--- src/rtl/vga_scan_if.sv ---
// Output bundle of the VGA scan generator: pixel strobe, raw coordinates and delayed sync/active.
// Free-running stream with no backpressure; consumers sample on pixel_tick and gate with active.
interface vga_scan_if;
    logic       pixel_tick;
    logic [9:0] x;
    logic [8:0] y;
    logic       hsync;
    logic       vsync;
    logic       active;
    logic       frame_start;

    modport master (
        output pixel_tick, x, y, hsync, vsync, active, frame_start
    );

    modport slave (
        input pixel_tick, x, y, hsync, vsync, active, frame_start
    );
endinterface

--- src/rtl/vga_scan_gen.sv ---
// 640x480@60 scan timing: clock divider, h/v counters and sync/active decodes delayed
// by SYNC_DELAY pixel ticks to line up with one-cycle-late image ROM data.
module vga_scan_gen #(
    parameter int CLK_DIV    = 2,
    parameter int SYNC_DELAY = 1,
    parameter int H_VISIBLE  = 640,
    parameter int H_FP       = 16,
    parameter int H_SYNC     = 96,
    parameter int H_BP       = 48,
    parameter int V_VISIBLE  = 480,
    parameter int V_FP       = 10,
    parameter int V_SYNC     = 2,
    parameter int V_BP       = 33
) (
    input  logic       clk,
    input  logic       resetn,
    vga_scan_if.master vga
);
    localparam int H_TOTAL = H_VISIBLE + H_FP + H_SYNC + H_BP;
    localparam int V_TOTAL = V_VISIBLE + V_FP + V_SYNC + V_BP;

    localparam logic [2:0] DIV_LAST = 3'(CLK_DIV - 1);
    localparam logic [9:0] H_LAST   = 10'(H_TOTAL - 1);
    localparam logic [9:0] V_LAST   = 10'(V_TOTAL - 1);
    localparam logic [9:0] H_VIS    = 10'(H_VISIBLE);
    localparam logic [9:0] V_VIS    = 10'(V_VISIBLE);
    localparam logic [9:0] HS_START = 10'(H_VISIBLE + H_FP);
    localparam logic [9:0] HS_END   = 10'(H_VISIBLE + H_FP + H_SYNC);
    localparam logic [9:0] VS_START = 10'(V_VISIBLE + V_FP);
    localparam logic [9:0] VS_END   = 10'(V_VISIBLE + V_FP + V_SYNC);

    logic [2:0]            div;
    logic [9:0]            h_cnt;
    logic [9:0]            v_cnt;
    logic                  tick;
    logic                  hs_raw;
    logic                  vs_raw;
    logic                  act_raw;
    logic [SYNC_DELAY-1:0] hs_pipe;
    logic [SYNC_DELAY-1:0] vs_pipe;
    logic [SYNC_DELAY-1:0] act_pipe;
    logic                  frame_start_q;

    // With CLK_DIV=1 the divider sits at 0 == DIV_LAST, so the tick is permanently high.
    assign tick = (div == DIV_LAST);

    always_ff @(posedge clk or negedge resetn) begin
        if (!resetn) begin
            div <= '0;
        end else if (div == DIV_LAST) begin
            div <= '0;
        end else begin
            div <= div + 3'd1;
        end
    end

    always_ff @(posedge clk or negedge resetn) begin
        if (!resetn) begin
            h_cnt <= '0;
            v_cnt <= '0;
        end else if (tick) begin
            if (h_cnt == H_LAST) begin
                h_cnt <= '0;
                if (v_cnt == V_LAST) begin
                    v_cnt <= '0;
                end else begin
                    v_cnt <= v_cnt + 10'd1;
                end
            end else begin
                h_cnt <= h_cnt + 10'd1;
            end
        end
    end

    assign hs_raw  = !((h_cnt >= HS_START) && (h_cnt < HS_END));
    assign vs_raw  = !((v_cnt >= VS_START) && (v_cnt < VS_END));
    assign act_raw = (h_cnt < H_VIS) && (v_cnt < V_VIS);

    // Pulse marks the tick that wraps the scan to (0,0); reset alone never raises it.
    always_ff @(posedge clk or negedge resetn) begin
        if (!resetn) begin
            frame_start_q <= 1'b0;
        end else begin
            frame_start_q <= tick && (h_cnt == H_LAST) && (v_cnt == V_LAST);
        end
    end

    always_ff @(posedge clk or negedge resetn) begin
        if (!resetn) begin
            hs_pipe  <= '1;
            vs_pipe  <= '1;
            act_pipe <= '0;
        end else if (tick) begin
            for (int i = SYNC_DELAY - 1; i > 0; i--) begin
                hs_pipe[i]  <= hs_pipe[i-1];
                vs_pipe[i]  <= vs_pipe[i-1];
                act_pipe[i] <= act_pipe[i-1];
            end
            hs_pipe[0]  <= hs_raw;
            vs_pipe[0]  <= vs_raw;
            act_pipe[0] <= act_raw;
        end
    end

    assign vga.pixel_tick  = tick;
    assign vga.x           = h_cnt;
    assign vga.y           = v_cnt[8:0];
    assign vga.hsync       = hs_pipe[SYNC_DELAY-1];
    assign vga.vsync       = vs_pipe[SYNC_DELAY-1];
    assign vga.active      = act_pipe[SYNC_DELAY-1];
    assign vga.frame_start = frame_start_q;
endmodule

--- src/flat_wrapper.sv ---
// flat-port wrapper written by rule: the top's interface ports become plain ports
module vga_scan_gen_flat 
#(
    parameter int CLK_DIV    = 2,
    parameter int SYNC_DELAY = 1,
    parameter int H_VISIBLE  = 640,
    parameter int H_FP       = 16,
    parameter int H_SYNC     = 96,
    parameter int H_BP       = 48,
    parameter int V_VISIBLE  = 480,
    parameter int V_FP       = 10,
    parameter int V_SYNC     = 2,
    parameter int V_BP       = 33
)
  (clk, resetn, vga_pixel_tick, vga_x, vga_y, vga_hsync, vga_vsync, vga_active, vga_frame_start);
  vga_scan_if vga_i ();
  input  logic clk;
  input  logic resetn;
  output wire logic [$bits(vga_i.pixel_tick)-1:0] vga_pixel_tick;
  output wire logic [$bits(vga_i.x)-1:0] vga_x;
  output wire logic [$bits(vga_i.y)-1:0] vga_y;
  output wire logic [$bits(vga_i.hsync)-1:0] vga_hsync;
  output wire logic [$bits(vga_i.vsync)-1:0] vga_vsync;
  output wire logic [$bits(vga_i.active)-1:0] vga_active;
  output wire logic [$bits(vga_i.frame_start)-1:0] vga_frame_start;
  assign vga_pixel_tick = vga_i.pixel_tick;
  assign vga_x = vga_i.x;
  assign vga_y = vga_i.y;
  assign vga_hsync = vga_i.hsync;
  assign vga_vsync = vga_i.vsync;
  assign vga_active = vga_i.active;
  assign vga_frame_start = vga_i.frame_start;
  vga_scan_gen #(.CLK_DIV(CLK_DIV), .SYNC_DELAY(SYNC_DELAY), .H_VISIBLE(H_VISIBLE), .H_FP(H_FP), .H_SYNC(H_SYNC), .H_BP(H_BP), .V_VISIBLE(V_VISIBLE), .V_FP(V_FP), .V_SYNC(V_SYNC), .V_BP(V_BP)) u_core (.clk(clk), .resetn(resetn), .vga(vga_i));
endmodule
--- config.mk ---
export PLATFORM = sky130hd
export DESIGN_NAME = vga_scan_gen_flat
export DESIGN_NICKNAME = d
export VERILOG_FILES = /design/src/rtl/vga_scan_if.sv /design/src/rtl/vga_scan_gen.sv /design/src/flat_wrapper.sv
export SDC_FILE = /design/constraint.sdc
export NUM_CORES = 1
export LEC_CHECK = 0
export CAP_MARGIN = 40
export CORE_MARGIN = 4
export CORE_UTILIZATION = 36
export CTS_CLUSTER_SIZE = 28
export DETAILED_ROUTE_END_ITERATION = 12
export PLACE_DENSITY_LB_ADDON = 0.15
export SLEW_MARGIN = 20
export SYNTH_ARGS = -nofsm -noshare
export SYNTH_HDL_FRONTEND = slang
export SYNTH_SLANG_ARGS = --single-unit
--- constraint.sdc ---
create_clock -name clk -period 1.8 [get_ports clk]
set_clock_uncertainty 0.1 [all_clocks]
set_input_delay 0.18 -clock clk [delete_from_list [all_inputs] [get_ports clk]]
set_output_delay 0.18 -clock clk [all_outputs]
set_load 0.1 [all_outputs]
* After elaboration in Yosys (flattened, before gate mapping)
Cells that the tools add are included.
** Word-level totals
- Bits in registers :: 27
- Bits in latches :: 0
- RAM bits :: 0
- Bits in read-only memories :: 0
- Input bits :: 2
- Output and inout bits :: 24
- Word-level logic and storage cells :: 30
- Memories kept :: 0
** Operators by class
- Add/subtract/negate cells :: 3
- $mul :: 0
- Div/mod/pow operators :: 0
- Magnitude comparators :: 6
- Equality and inequality tests :: 3
- Shift-type cells :: 0
- Multiplexer cells :: 3
- Bitwise gates (word level) :: 0
- Reductions and logical operators :: 8
** Operators by type and width (count)
- $add A10 B1 Y10 const B :: 2
- $eq A10 B10 Y1 const B :: 2
- $lt A10 B10 Y1 const B :: 2
- $lt A10 B9 Y1 const B :: 2
- $mux W10 :: 2
- $ge A10 B10 Y1 const B :: 1
- $ge A10 B9 Y1 const B :: 1
- $logic_and A1 B1 Y1 :: 5
- $add A3 B1 Y3 const B :: 1
- $eq A3 B1 Y1 const B :: 1
- $mux W3 :: 1
- $logic_not A1 Y1 :: 2
- $reduce_and A2 Y1 :: 1

* Longest topological paths before layout
Gate-level depths: netlist of the first run.
- Depth in word-level cells :: 3
- Gate-level depth with buffers :: 8
- Depth with buffers taken out :: 6

* Worst setup path after synthesis of the first run
No wires, ideal clock.
- Kind :: register to register
- From :: reg u_core.h_cnt[1], in the netlist u_core.vga.x[1]
- To :: reg u_core.v_cnt[4]
- Library setup time :: 0.066 ns
- Arrival time :: 2.333 ns
- Required time :: 1.634 ns
- Setup slack :: -0.699 ns
- Cell stages (with the launch flop) :: 7
- Path buffers :: 1
- Period minus slack after synthesis :: 2.499 ns
- Cell sequence :: dfrtp_1 ha_1 and3_1 clkbuf_1 nand4_4 or4b_1 nand2_1
** Between the ends
- Word-level cells in the longest chain between the ends :: 2
** Ends and longest elaborated chain
- from (decl) :: line vga_scan_gen.sv:33 : logic [9:0] h_cnt;
- from (signal assigned) :: line vga_scan_gen.sv:70 : h_cnt <= h_cnt + 10'd1;
- $eq A10 B10 Y1 :: line vga_scan_gen.sv:62 : if (h_cnt == H_LAST) begin
- $reduce_and A2 Y1 (no source line)
- to (signal assigned) :: line vga_scan_gen.sv:67 : v_cnt <= v_cnt + 10'd1;
- to (decl) :: line vga_scan_gen.sv:34 : logic [9:0] v_cnt;
No other way between the ends.
A chain may end at the register's enable or synchronous reset.

* Final worst setup path of the first run
- From :: reg u_core.div[0]
- To :: out vga_pixel_tick
** Between the ends
- Word-level cells in the longest chain between the ends :: 1
** Ends and longest elaborated chain
- from (decl) :: line vga_scan_gen.sv:32 : logic [2:0] div;
- from (signal assigned) :: line vga_scan_gen.sv:53 : div <= div + 3'd1;
- $eq A3 B1 Y1 :: line vga_scan_gen.sv:45 : assign tick = (div == DIV_LAST);
- to (decl) :: line flat_wrapper.sv:19 : output wire logic [$bits(vga_i.pixel_tick)-1:0] vga_pixel_tick;
No other way between the ends.

==> results of run 1 <==
-- how the worst max path moves through the flow --
stage / start / to / slack [ns] / cells after the start
after floorplan: u_core.vga.x[1] / u_core.v_cnt[4] / -0.09 / 6
after global placement: u_core.div[2] / u_core.v_cnt[4] / 0.04 / 5
after detailed placement: u_core.div[0] / u_core.v_cnt[7] / -0.004 / 6
after CTS: u_core.div[0] / vga_pixel_tick / 0.02 / 5
after global routing: u_core.div[0] / u_core.v_cnt[4] / -0.04 / 6
final: u_core.div[0] / vga_pixel_tick / 0.03 / 5
-- cell families (layout without fill, tap and decap cells) --
| family | count (synthesis) | in the layout | synth area share |
|---|---|---|---|
| buf+inv | 20 | 56 | 0.0931 |
| compound gates | 20 | 20 | 0.0860 |
| xor+xnor | 11 | 11 | 0.0683 |
| fa+ha+maj | 4 | 4 | 0.0355 |
| flops | 27 | 27 | 0.480 |
| simple gates | 59 | 59 | 0.237 |
-- layout by cell type (no fill, tap or decap), drive strengths merged, types with 5 or more instances in the layout --
| cell type | n |
|---|---|
| buf | 44 |
| dfrtp | 25 |
| nand3 | 15 |
| nand2 | 12 |
| nor2 | 9 |
| o21ai | 8 |
| xnor2 | 6 |
| inv | 6 |
| xor2 | 5 |
| nand4 | 5 |
-- power by group through the flow --
stage	registers [mW]	clock network, mW	logic [mW]
2_1_floorplan	0.618	0	0.000000294
3_3_place_gp	0.618	0	0.0159
3_5_place_dp	0.618	0	0.0159
4_1_cts	0.606	0.366	0.0159
5_1_grt	0.606	0.394	0.0180
6_report	0.606	0.354	0.0150
-- cell type report --
type / count / share of cell area
Inverter: 7 / 0.0184
Multi-Input combinational cell: 94 / 0.300
Clock buffer: 3 / 0.0195
Clock inverter: 1 / 0.00355
Sequential cell: 27 / 0.333
Tap cell: 48 / 0.0284
Timing Repair Buffer: 45 / 0.297
-- synthesized netlist by cell type --
| cell type | count | share of area |
|---|---|---|
| a21o_1 | 1 | 0.0053 |
| a21oi_1 | 3 | 0.011 |
| a31oi_1 | 4 | 0.018 |
| and3_1 | 2 | 0.0089 |
| and4_1 | 3 | 0.019 |
| and4b_1 | 1 | 0.0071 |
| buf_2 | 2 | 0.0071 |
| buf_4 | 9 | 0.048 |
| buf_6 | 1 | 0.0080 |
| clkbuf_1 | 1 | 0.0027 |
| clkinv_8 | 1 | 0.012 |
| dfrtp_1 | 25 | 0.44 |
| dfstp_2 | 2 | 0.037 |
| ha_1 | 4 | 0.035 |
| inv_1 | 5 | 0.013 |
| inv_2 | 1 | 0.0027 |
| nand2_1 | 12 | 0.032 |
| nand2b_1 | 1 | 0.0044 |
| nand3_1 | 15 | 0.053 |
| nand4_1 | 4 | 0.018 |
| nand4_4 | 1 | 0.015 |
| nand4b_1 | 1 | 0.0062 |
| nor2_1 | 9 | 0.024 |
| nor3_1 | 2 | 0.0071 |
| nor4_1 | 2 | 0.0089 |
| nor4b_1 | 1 | 0.0062 |
| nor4bb_1 | 1 | 0.0071 |
| o21a_1 | 1 | 0.0053 |
| o21ai_0 | 8 | 0.028 |
| o31a_1 | 1 | 0.0062 |
| o41ai_1 | 2 | 0.012 |
| or2_2 | 1 | 0.0044 |
| or3_1 | 2 | 0.0089 |
| or4b_1 | 1 | 0.0071 |
| xnor2_1 | 6 | 0.037 |
| xor2_1 | 5 | 0.031 |
-- flip-flops by register name, summed over array words and instances, names as in the netlist --
name / cells
u_core.v_cnt: 10
u_core.vga.x: 10
u_core.div: 3
u_core.vga.active: 1
u_core.vga.frame_start: 1
u_core.vga.hsync: 1
u_core.vga.vsync: 1
-- stage by stage --
step	instances	cell area, um^2	setup TNS [ns]
global placement	218	2020	0
global route	225	2110	-0.111
detailed placement	218	2020	-0.00446
finish	225	2110	0
floorplan	141	1470	-0.291
CTS	222	2080	0
-- routing by layer --
layer  global-route usage  up-vias
li1                     -      565
met3               0.0341        2
met1                0.178      558
met5                    0        -
met2                0.193       27
met4               0.0355        0
-- worst max-delay path, stage by stage, from the launching register on --
cell,delay [ns]
dfrtp_1,0.41
inv_2,0.05
or3_4,0.37
clkinv_8,0.07
buf_4,0.14
buf_12,0.18
-- what timing repair did --
| item | 4_1_cts | 5_1_grt |
|---|---|---|
| hold buffers | 0 | 0 |
| gates resized for setup | 1 | 4 |
| setup buffers | 0 | 3 |
| pin swaps | 0 | 1 |
| setup endpoints to repair | 5 | 9 |
==> results_dict.tcl, run 1 <==
set metrics [dict create \
    multiInputGateArea_um2 634 \
    r2r_cells 6 \
    hold_slack_ns 0.173 \
    yosys_warnings 0 \
    critPathKind "reg2out" \
    critPathMaxFanout 7 \
    core_area_mm2 0.00372 \
    drv_cap 0 \
    regArea_um2 703 \
    diodes 0 \
    netlist_instances 141 \
    wl_per_cell_um 13.1 \
    ir_drop_mv 0.309 \
    critPathArrivalTime_ns 1.49 \
    start_util 0.380 \
    dr.pass1.iters 4 \
    combPwrFrac 0.015 \
    fin_crit_ns 1.77 \
    syn2layout_area_growth_pct 49.7 \
    r2r_start "u_core.div[0]" \
    drt-initial-drc-count 63 \
    ant_nets 0 \
    place_ws_ns -0.00446 \
    utilization 0.569 \
    dieArea_mm2 0.00499 \
    syn_area_per_cell_um2 10.0 \
    worstReg2RegEnd "u_core.v_cnt[4]" \
    p_sw_uw 209 \
    clock_path_buffers 2 \
    antenna_found_initial 0 \
    rows 22 \
    drive_gt1_frac 0.395 \
    final.setup.worst_slack_ns 0.0326 \
    grt_pass1_vias 1108 \
    internal_power_uw 766 \
    top_layer_used "met4" \
    critPathCaptureType "primary output" \
    drc 0 \
    cellLeakagePower_nw 0.887 \
    wl_um 2960 \
    ys_types 36 \
    synth_nets 147 \
    maxSlewHeadroom 0.769 \
    setup_viol_count_final 0 \
    cts_root_buf "clkbuf_8" \
    insertion_delay_ns 0.27 \
    die_w_um 70.6 \
    crit_required_ns 1.52 \
    fmax_mhz 566 \
    power_frac_seq 0.621 \
    slew_violations 0 \
    r2r_slack_ns 0.05 \
    met2_length_um 1340 \
    gp_congestion 0.832 \
    hold_violations 0 \
    hpwl_um 2210 \
    ios 26 \
    grt_usage 0.127 \
    tightest_slew_ns 0.347 \
    grt_max_degree 28 \
    cts_tree "yes" \
    p_per_area_mw_per_mm2 461 \
    crit_path_start_kind "register" \
    outcome "finished clean" \
    htree_levels 1 \
    synth_area_mm2 0.00141 \
    cts_sinks 27 \
    seq_area_frac_synth 0.480 \
    worstHoldPathType "in2async" \
    vias 1152 \
    fin_crit_sh 0.982 \
    clkTransAtPathRegs_ns 0.10 \
    rsz0062_at_grt "true" \
    met1_length_um 1440 \
    portBuffers 25 \
    avgViaCountPerCell 5.12 \
    grt_pass1_wl_um 5180 \
    nNetsFinal 184 \
    die_h_um 70.6 \
    grt-ovfl-total 0 \
    route.met3.wl_um 167 \
    synth_seq_cells 27 \
    total_power_uw 975 \
    switching_share 0.214 \
    clockPowerShare 0.363 \
    cts_made_buffers 3 \
    fill_cells 328 \
]
(Power assumes the default switching activity.)
==> run 2, diff against run 1 <==
GPL_TIMING_DRIVEN = 1   (was default)
==> results of run 2 <==
No change in the layout: final DEF, timing and power equal those of run 1.
